[config.mk]
export PLATFORM = sky130hd
export DESIGN_NAME = btb_predictor
export DESIGN_NICKNAME = d
export VERILOG_FILES = /design/src/rtl/btb_predictor.sv
export SDC_FILE = /design/constraint.sdc
export NUM_CORES = 2
export LEC_CHECK = 0
export BUFFER_PORTS_ARGS = -buffer_cell sky130_fd_sc_hd__buf_2
export CAP_MARGIN = 20
export CORE_ASPECT_RATIO = 1.1
export CORE_UTILIZATION = 29
export CTS_CLUSTER_SIZE = 24
export DETAILED_ROUTE_END_ITERATION = 8
export PLACE_DENSITY_LB_ADDON = 0.1
export RECOVER_POWER = 25
export SLEW_MARGIN = 20
export SYNTH_ARGS = -nofsm -noshare
export SYNTH_HDL_FRONTEND = slang
export SYNTH_SLANG_ARGS = --single-unit
[constraint.sdc]
create_clock -name clk -period 7.42 [get_ports clk]
set_clock_uncertainty 0.1 [all_clocks]
set_input_delay 1.113 -clock clk [delete_from_list [all_inputs] [get_ports clk]]
set_output_delay 1.113 -clock clk [all_outputs]
set_load 0.05 [all_outputs]
[src/rtl/btb_predictor.sv]
// Direct-mapped branch target buffer with per-entry saturating direction counters.
// Lookup is combinational from table state; EX-side training happens on the clock edge.
module btb_predictor #(
    parameter int unsigned IDX_W = 6,
    parameter int unsigned TAG_W = 8,
    parameter int unsigned CNT_W = 2
) (
    input  logic        clk,
    input  logic        resetn,
    input  logic [31:0] if_pc,
    output logic        pred_hit,
    output logic        pred_taken,
    output logic [31:0] pred_target,
    input  logic        ex_valid,
    input  logic [31:0] ex_pc,
    input  logic [15:0] ex_offset,
    input  logic        ex_taken,
    input  logic        flush_all,
    output logic        upd_mispredict
);

    localparam int unsigned ENTRIES = 1 << IDX_W;
    localparam logic [CNT_W-1:0] CNT_MAX  = '1;
    localparam logic [CNT_W-1:0] CNT_MIN  = '0;
    localparam logic [CNT_W-1:0] CNT_INIT = CNT_W'(1 << (CNT_W - 1));

    // Table storage: valid and counters are reset, tag and target are plain data.
    logic             valid_q [ENTRIES];
    logic [CNT_W-1:0] cnt_q   [ENTRIES];
    logic [TAG_W-1:0] tag_q   [ENTRIES];
    logic [31:0]      tgt_q   [ENTRIES];
    logic             upd_mispredict_q;

    logic [IDX_W-1:0] if_idx;
    logic [TAG_W-1:0] if_tag;
    logic [IDX_W-1:0] ex_idx;
    logic [TAG_W-1:0] ex_tag;
    logic [31:0]      ex_tgt;

    logic             ex_hit_c;
    logic             ex_pred_c;
    logic             ex_mis_c;
    logic             ex_cnt_we_c;
    logic             ex_tgt_we_c;
    logic [CNT_W-1:0] ex_cnt_next_c;

    assign if_idx = if_pc[IDX_W+1:2];
    assign if_tag = if_pc[IDX_W+TAG_W+1:IDX_W+2];
    assign ex_idx = ex_pc[IDX_W+1:2];
    assign ex_tag = ex_pc[IDX_W+TAG_W+1:IDX_W+2];

    // Branch target: PC + 4 + sign-extended word offset, wrapping modulo 2^32.
    assign ex_tgt = ex_pc + 32'd4 + {{14{ex_offset[15]}}, ex_offset, 2'b00};

    // Fetch-side lookup; reflects table contents before any same-edge update.
    always_comb begin
        pred_hit    = 1'b0;
        pred_taken  = 1'b0;
        pred_target = if_pc + 32'd4;
        if (valid_q[if_idx] && (tag_q[if_idx] == if_tag)) begin
            pred_hit   = 1'b1;
            pred_taken = cnt_q[if_idx][CNT_W-1];
            if (pred_taken) begin
                pred_target = tgt_q[if_idx];
            end
        end
    end

    // EX-side training decision: hit check, counter step, write enables, misprediction.
    always_comb begin
        ex_hit_c      = valid_q[ex_idx] && (tag_q[ex_idx] == ex_tag);
        ex_pred_c     = ex_hit_c && cnt_q[ex_idx][CNT_W-1];
        ex_mis_c      = (ex_pred_c != ex_taken)
                        || (ex_hit_c && ex_taken && (tgt_q[ex_idx] != ex_tgt));
        ex_cnt_next_c = cnt_q[ex_idx];
        ex_cnt_we_c   = 1'b0;
        ex_tgt_we_c   = 1'b0;
        if (ex_valid && !flush_all) begin
            if (ex_hit_c) begin
                ex_cnt_we_c = 1'b1;
                if (ex_taken) begin
                    ex_tgt_we_c = 1'b1;
                    if (cnt_q[ex_idx] != CNT_MAX) begin
                        ex_cnt_next_c = cnt_q[ex_idx] + CNT_W'(1);
                    end
                end else if (cnt_q[ex_idx] != CNT_MIN) begin
                    ex_cnt_next_c = cnt_q[ex_idx] - CNT_W'(1);
                end
            end else if (ex_taken) begin
                ex_cnt_we_c   = 1'b1;
                ex_tgt_we_c   = 1'b1;
                ex_cnt_next_c = CNT_INIT;
            end
        end
    end

    // Valid bits, counters and the misprediction flag; flush beats a same-cycle update.
    always_ff @(posedge clk or negedge resetn) begin
        if (!resetn) begin
            for (int i = 0; i < int'(ENTRIES); i++) begin
                valid_q[i] <= 1'b0;
                cnt_q[i]   <= '0;
            end
            upd_mispredict_q <= 1'b0;
        end else if (flush_all) begin
            for (int i = 0; i < int'(ENTRIES); i++) begin
                valid_q[i] <= 1'b0;
            end
            upd_mispredict_q <= 1'b0;
        end else begin
            upd_mispredict_q <= ex_valid && ex_mis_c;
            if (ex_cnt_we_c) begin
                valid_q[ex_idx] <= 1'b1;
                cnt_q[ex_idx]   <= ex_cnt_next_c;
            end
        end
    end

    // Tag and target payload; only meaningful behind a set valid bit, so no reset.
    always_ff @(posedge clk) begin
        if (ex_tgt_we_c) begin
            tag_q[ex_idx] <= ex_tag;
            tgt_q[ex_idx] <= ex_tgt;
        end
    end

    assign upd_mispredict = upd_mispredict_q;

endmodule

Word level (Yosys, flattened, before mapping)

Memories as Yosys holds them, arrays and structs flattened.
Cells that the tools add are included.

Flip-flop bits (word level): 193
Memory bits (writable): 2560
Input port bits: 85
Output and inout bits: 35
Logic and storage cells: 197
Memories kept: 2

Memories:

| memory | words | bits a word | read ports | clocked after Yosys merged registers in | wr ports | line | RTL |
|---|---|---|---|---|---|---|---|
| tgt_q  | 64    | 32          | 2          | 0                                       | 1        | 31   | `logic [31:0] tgt_q [ENTRIES];` |
| tag_q  | 64    | 8           | 2          | 0                                       | 1        | 30   | `logic [TAG_W-1:0] tag_q [ENTRIES];` |

Add/subtract/negate cells: 5
$lt $le $gt $ge: 3
Equal/unequal tests: 5
Mux-type cells: 36
Bitwise gates (word level): 4
Reduce and logical (&&, ||, !) cells: 13

Operators with widths:

| cell                                                      | count |
|---|---|
| bitwise mux 128 bit                                       | 1 |
| two-way mux 64 bit                                        | 2 |
| adder 32 x 3 -> 32 bit (second input constant)            | 2 |
| two-way mux 32 bit                                        | 2 |
| OR 64 bit                                                 | 1 |
| adder 32 bit                                              | 1 |
| inequality test 32 bit                                    | 1 |
| binary-select mux 2 bit (select 6 bit)                    | 2 |
| two-way mux 2 bit                                         | 11 |
| == test 8 bit                                             | 2 |
| greater-or-equal comparator 7 bit (second input constant) | 2 |
| two-way mux 1 bit                                         | 14 |
| inverter 6 -> 7 bit                                       | 2 |
| binary-select mux 1 bit (select 6 bit)                    | 2 |
| demux 2 bit (select 6 bit)                                | 1 |
| logical AND 1 bit                                         | 8 |
| < comparator 7 x 1 -> 1 bit (second input constant)       | 1 |
| demux 1 bit (select 6 bit)                                | 1 |
| nonzero test 2 bit                                        | 2 |
| adder 2 x 1 -> 2 bit (second input constant)              | 1 |
| inequality test 2 bit (second input constant)             | 1 |
| AND reduction 2 bit                                       | 1 |
| subtractor 2 x 1 -> 2 bit (second input constant)         | 1 |
| logical NOT 1 bit                                         | 1 |
| other kinds (3)                                           | 3 |

Longest topological paths before layout

Depth in word-level cells: 10
Mapped depth: 24
Mapped depth without buffers: 16

Worst setup path before layout

OpenSTA, ideal clock, no wires.

Kind: input to register
Start: input ex_pc[2]
End: register upd_mispredict_q, in the netlist upd_mispredict
Data arrival time: 7.375 ns
Data required time: 7.193 ns
Setup slack: -0.183 ns
Stages: 24
Path through: buf_4 > buf_2 > inv_1 > buf_2 > buf_2 > buf_2 > buf_1 > clkbuf_1 > clkbuf_1 > ha_1 > inv_1 > ha_1 > fa_1 > a21o_1 > nand3_1 > a21oi_1 > o21ai_0 > a21oi_1 > xor2_1 > xnor2_1 > nand4_1 > or4_1 > nor4_1 > nor3_1

Elaborated cells on any way between the ends: 21
Those cells by class: 2 x add/sub; 3 x eq/ne; 7 x mux; 1 x bitwise; 6 x reduce/logical; 2 x memory

RTL lines:

| element                | line | RTL |
|---|---|---|
| from (decl)            | 15   | `input logic [31:0] ex_pc,` |
| adder 32 x 3 -> 32 bit | 53   | `assign ex_tgt = ex_pc + 32'd4 + {{14{ex_offset[15]}}, ex_offset, 2'b00};` |
| adder 32 bit           | 53   |  |
| named net ex_tgt[23]   | 38   | `logic [31:0] ex_tgt;` |
| inequality test 32 bit | 74   | `\|\| (ex_hit_c && ex_taken && (tgt_q[ex_idx] != ex_tgt));` |
| logical AND 1 bit      | 74   |  |
| logical OR 1 bit       | 74   |  |
| logical AND 1 bit      | 111  | `upd_mispredict_q <= ex_valid && ex_mis_c;` |
| two-way mux 1 bit      | 105  | `end else if (flush_all) begin` |
| to (signal assigned)   | 111  |  |
| to (decl)              | 32   | `logic upd_mispredict_q;` |

The timed path passes the listed nets, and every way through them passes these cells. The select of a mux whose other input is x is not followed.
A chain may end at the register's enable or synchronous reset.

Worst setup path after layout

Start: input if_pc[3]
End: output pred_target[11]

Cells in the longest elaborated chain, start to end: 6
Elaborated cells on any way between the ends: 14
Those cells by class: 1 x add/sub; 1 x eq/ne; 8 x mux; 1 x bitwise; 1 x reduce/logical; 2 x memory

Ends and longest elaborated chain:

| element                                                                          | line | RTL |
|---|---|---|
| from (decl)                                                                      | 10   | `input logic [31:0] if_pc,` |
| parallel branches: the longest is 5 deep, another holds memory read (64 x 8 bit) | --   |  |
| two-way mux 32 bit (*)                                                           | 60   | `if (valid_q[if_idx] && (tag_q[if_idx] == if_tag)) begin` |
| to (decl)                                                                        | 13   | `output logic [31:0] pred_target,` |

Every way passes the cells marked *. The select of a mux whose other input is x is not followed.

==> results list <==
* Status: finished, violations left
- Failing checks: capacitance limit, slew limit
- Data on the critical path is required at its endpoint by 6210 ps.
- The worst setup path is captured at a primary output.
- The setup check on the worst reg-to-reg path leaves a slack of 2200 ps.
- H-tree level count: 5
* Leakage power: 0.04868 uW
- PnR worst setup slack: between 300 and 400 ps
- Layout cell share with drive strength beyond 1: 0.3371
* Die area: 0.4531 mm^2
- Synthesized area per cell: 17.73 um^2
- Startpoint types: primary input
- Relative to the synthesized area, the layout overhead comes to 16.89%.
* Number of rows created at floorplan: 258
- Avg WL per Cell: 46.55 um
* Starting DRT DRC Count: 12390
- Using the TritonRoute via totals, the vias-per-cell ratio works out to 6.201.
- Counting instances, the worst hold path has a depth of 1.
- Summed over all failing endpoints, the final setup total negative slack is 0 ps.
- Reg-to-reg endpoint: upd_mispredict
- The worst register-to-register path begins at tag_q[23][1].
- TritonCTS built the clock tree.
* Cells after synthesis: 7368
- For this run the aggregate overflow at the end of global routing stands at 0.
- Net Count, Synth: 7512
- Cell internal power was estimated by the tool at about 28000 uW.
- Post-route clock period utilization: 0.9545
* Total via count in the routed design: 86700
* Total power per unit cell area: roughly 250 mW/mm^2
* Number of hold buffers added after CTS: 0
- By area the synthesized netlist is led by sky130_fd_sc_hd__edfxtp_1 (59%), sky130_fd_sc_hd__mux4_2 (19%), sky130_fd_sc_hd__dfrtp_1 (3.7%).
* # Post-CTS Setup Buffers: 0
* Core area: 0.4487 mm^2
* Mapped Area: 0.1306 mm^2
* Least-Margin Pin Slew: 5998 ps
- The initial utilization of the core area, before any placement, comes to 0.2911.
- Net switching power figure: approximately 10000 uW
- Portion of the post-synthesis area used by sequential elements: 0.6255
- Chip Height: 705.9 um
* Initial antenna violation count: between 60 and 70
- Once detail routing completed, the nets flagged for antenna violations numbered 0.
- The design draws approximately 39000 uW.
- Port-buffer cells: 119
* Largest net degree at the start of global routing: 114
- Kind of critical path: in -> out
- In this run the worst path has a maximum fanout of 48.
- Final HPWL DP: 390200 um
- Counting distinct cell types in the post-synthesis netlist gives 82.
- Clock slew at reported path FFs: 50 ps
- Post-Route WL: 650900 um
* Net switching share of the total power: 0.2611
- Wire length of the first global-routing pass: 850200 um
- For this design the top-level I/O count stands at 120.
- Counting flops with an async set or reset pin after synthesis yields a share of 0.07011.
* Met3 routing resource usage after global routing: 0.05855
- Number of pins exceeding their max-slew limit in the final report: 1341
* Number of global-route vias before repair: ~86000
- The path class of the tightest hold or removal check is reg -> reg.
- Sorting the synthesized cells by how often they occur yields sky130_fd_sc_hd__edfxtp_1 (2560), sky130_fd_sc_hd__mux4_2 (1116), sky130_fd_sc_hd__mux2_2 (361).
- Setup violations remaining at the end of the flow were counted as 0.
* Primary FF master, synth: sky130_fd_sc_hd__edfxtp_1
- The worst-case IR drop observed on VDD is 0.1584 mV.
* Unrepaired setup endpoints after global routing: no
- Arrival @ worst endpoint: a little under 6000 ps
* Num CTS Buffers: about 340
- Total DRC errors in the routed layout: 0
- Achievable clock frequency: around 0.14 GHz
- Max-cap violations: 30
* Core Util, Final: 0.3403
- Clock latency on the worst-skew pair, taken at its later pin, is roughly 980 ps.
* YS warnings: 0
* Met1 Usage GRT: 0.3766
- Most frequent cell after synthesis: sky130_fd_sc_hd__edfxtp_1
- PostCTS Resize Cnt: 0
- Launching instance or port of the critical path: if_pc[3]
- Maximum count of clock buffers along a single path: 4
- Of the post-synthesis cell area, the dominant cell type holds 0.5885.
- The die is 641.9 um wide.
* Crit path capture: pred_target[11]
* Clk sinks: 2753
- Clock share of power: 0.419
* Final Wtd Congestion: 0.8509
- Max-Slew Margin vs Limit: -2.999
- Setup Slack @ Placement: -97.99 ps
* Gr busiest metal: met2
- Of the total power, combinational logic draws 0.117.
- M2 GR Usage: 0.4440
- The first detailed-routing pass took 8 iterations.
- The final layout contains 7867 nets.
- Proportion of power drawn by flip-flops and latches: 0.464
- R2r worst-path depth: 14
- Counting I/O delays and the setup requirement, the final critical path takes 7082 ps.
- Global-route usage over all layers: 0.2804
- EDFF count, synth: approximately 2600
- Buffer cell driving the clock tree root: sky130_fd_sc_hd__clkbuf_16
* Number of flip-flops and latches in the synthesized netlist: 2753
* Endpoints failing hold: 0
- Dominant cell type by area after synthesis: sky130_fd_sc_hd__edfxtp_1
[per-layer routing]
layer  up-vias  share of wire
met2      5337           0.46
met3      1060          0.087
met5         -        0.00023
li1      32200              -
met1     48090           0.41
met4        18          0.046
[per-stage QoR]
| stage | hold WS (ps) | cell area [um^2] | std cells |
|---|---|---|---|
| after floorplan | 374.1 | 130600 | 7368 |
| after global placement | 385.1 | 142400 | 13360 |
| after detailed placement | 395.3 | 142500 | 13370 |
| after CTS | 158.2 | 152900 | 13970 |
| after global routing | 418.1 | 152700 | 13970 |
| final | 404.8 | 152700 | 13980 |
[critical path, cell delays in order]
cell	delay (ps)
sky130_fd_sc_hd__buf_8	400
sky130_fd_sc_hd__buf_4	350
sky130_fd_sc_hd__mux4_2	530
sky130_fd_sc_hd__mux4_2	520
sky130_fd_sc_hd__xnor2_1	370
sky130_fd_sc_hd__nand4b_1	240
sky130_fd_sc_hd__a21oi_1	190
sky130_fd_sc_hd__nand2_1	170
sky130_fd_sc_hd__a2111oi_4	470
sky130_fd_sc_hd__and2_4	370
sky130_fd_sc_hd__buf_4	320
sky130_fd_sc_hd__o21ai_1	340
sky130_fd_sc_hd__buf_2	340
[flip-flops by register name, summed over array words and instances (netlist names)]
signal and count:
cnt_q 128, tgt_q 2048, valid_q 64, tag_q 512
upd_mispredict 1
[worst min path at each step]
stage | slack (ps) | to | from
final | 400 | cnt_q[76] | cnt_q[76]
after global routing | 420 | cnt_q[102] | cnt_q[102]
after CTS | 160 | valid_q[30] | resetn
after detailed placement | 400 | cnt_q[24] | cnt_q[24]
after global placement | 390 | cnt_q[96] | cnt_q[96]
after floorplan | 370 | valid_q[37] | valid_q[37]
[cells by family after synthesis]
group           synth area share
flops                     0.6255
mux                       0.2416
compound gates           0.06758
simple gates             0.02992
buf+inv                  0.02247
xor+xnor                0.007223
fa+ha+maj               0.005709
[cells in the final DEF (no fill, tap or decap), types with 16 or more instances in the layout]
cell and instances:
sky130_fd_sc_hd__or3_1 16, sky130_fd_sc_hd__buf_2 96, sky130_fd_sc_hd__nor2_4 63, sky130_fd_sc_hd__mux2_2 361, sky130_fd_sc_hd__xor2_1 21, sky130_fd_sc_hd__clkbuf_1 123
sky130_fd_sc_hd__nor4_1 33, sky130_fd_sc_hd__a22o_1 33, sky130_fd_sc_hd__and3_1 22, sky130_fd_sc_hd__a22oi_1 127, sky130_fd_sc_hd__a31oi_1 23, sky130_fd_sc_hd__bufinv_16 24
sky130_fd_sc_hd__a221oi_1 97, sky130_fd_sc_hd__mux2i_1 233, sky130_fd_sc_hd__clkbuf_16 340, sky130_fd_sc_hd__mux4_2 1116, sky130_fd_sc_hd__edfxtp_1 2560, sky130_fd_sc_hd__nor3_1 72
sky130_fd_sc_hd__o22ai_1 340, sky130_fd_sc_hd__inv_1 30, sky130_fd_sc_hd__buf_4 381, sky130_fd_sc_hd__a221o_1 24, sky130_fd_sc_hd__nor2_1 222, sky130_fd_sc_hd__dfrtp_1 193
sky130_fd_sc_hd__nand2_1 199, sky130_fd_sc_hd__o21ba_2 16, sky130_fd_sc_hd__nand3_1 49, sky130_fd_sc_hd__o221ai_1 119, sky130_fd_sc_hd__a211oi_1 34, sky130_fd_sc_hd__clkinv_1 73
sky130_fd_sc_hd__o21ai_0 127, sky130_fd_sc_hd__xnor2_1 62, sky130_fd_sc_hd__nand4_1 24, sky130_fd_sc_hd__a21oi_1 167, sky130_fd_sc_hd__clkinv_2 41, sky130_fd_sc_hd__buf_12 107
sky130_fd_sc_hd__o22a_1 24, sky130_fd_sc_hd__ha_1 58
[power groups by stage]
| stage | clock network [uW] | logic, uW | registers, uW |
|---|---|---|---|
| 6_report | 16200 | 4510 | 17900 |
| 5_1_grt | 16900 | 4690 | 17900 |
| 3_5_place_dp | 0 | 4540 | 18200 |
| 3_3_place_gp | 0 | 4520 | 18200 |
| 4_1_cts | 16400 | 4540 | 17800 |
| 2_1_floorplan | 0 | 2300 | 18200 |
[area by class of cell]
class                   count  area (um^2)
inverters                  34        145.1
repair buffers            636         5811
fillers                 42540       296000
clock buffers             436         8949
diodes                     14        35.03
clock inverters           166         1505
multi-input cells        3963        47050
well taps                5980         7482
flip-flops and latches   2753        81700
Note: power is estimated with default switching activity, not from simulation.
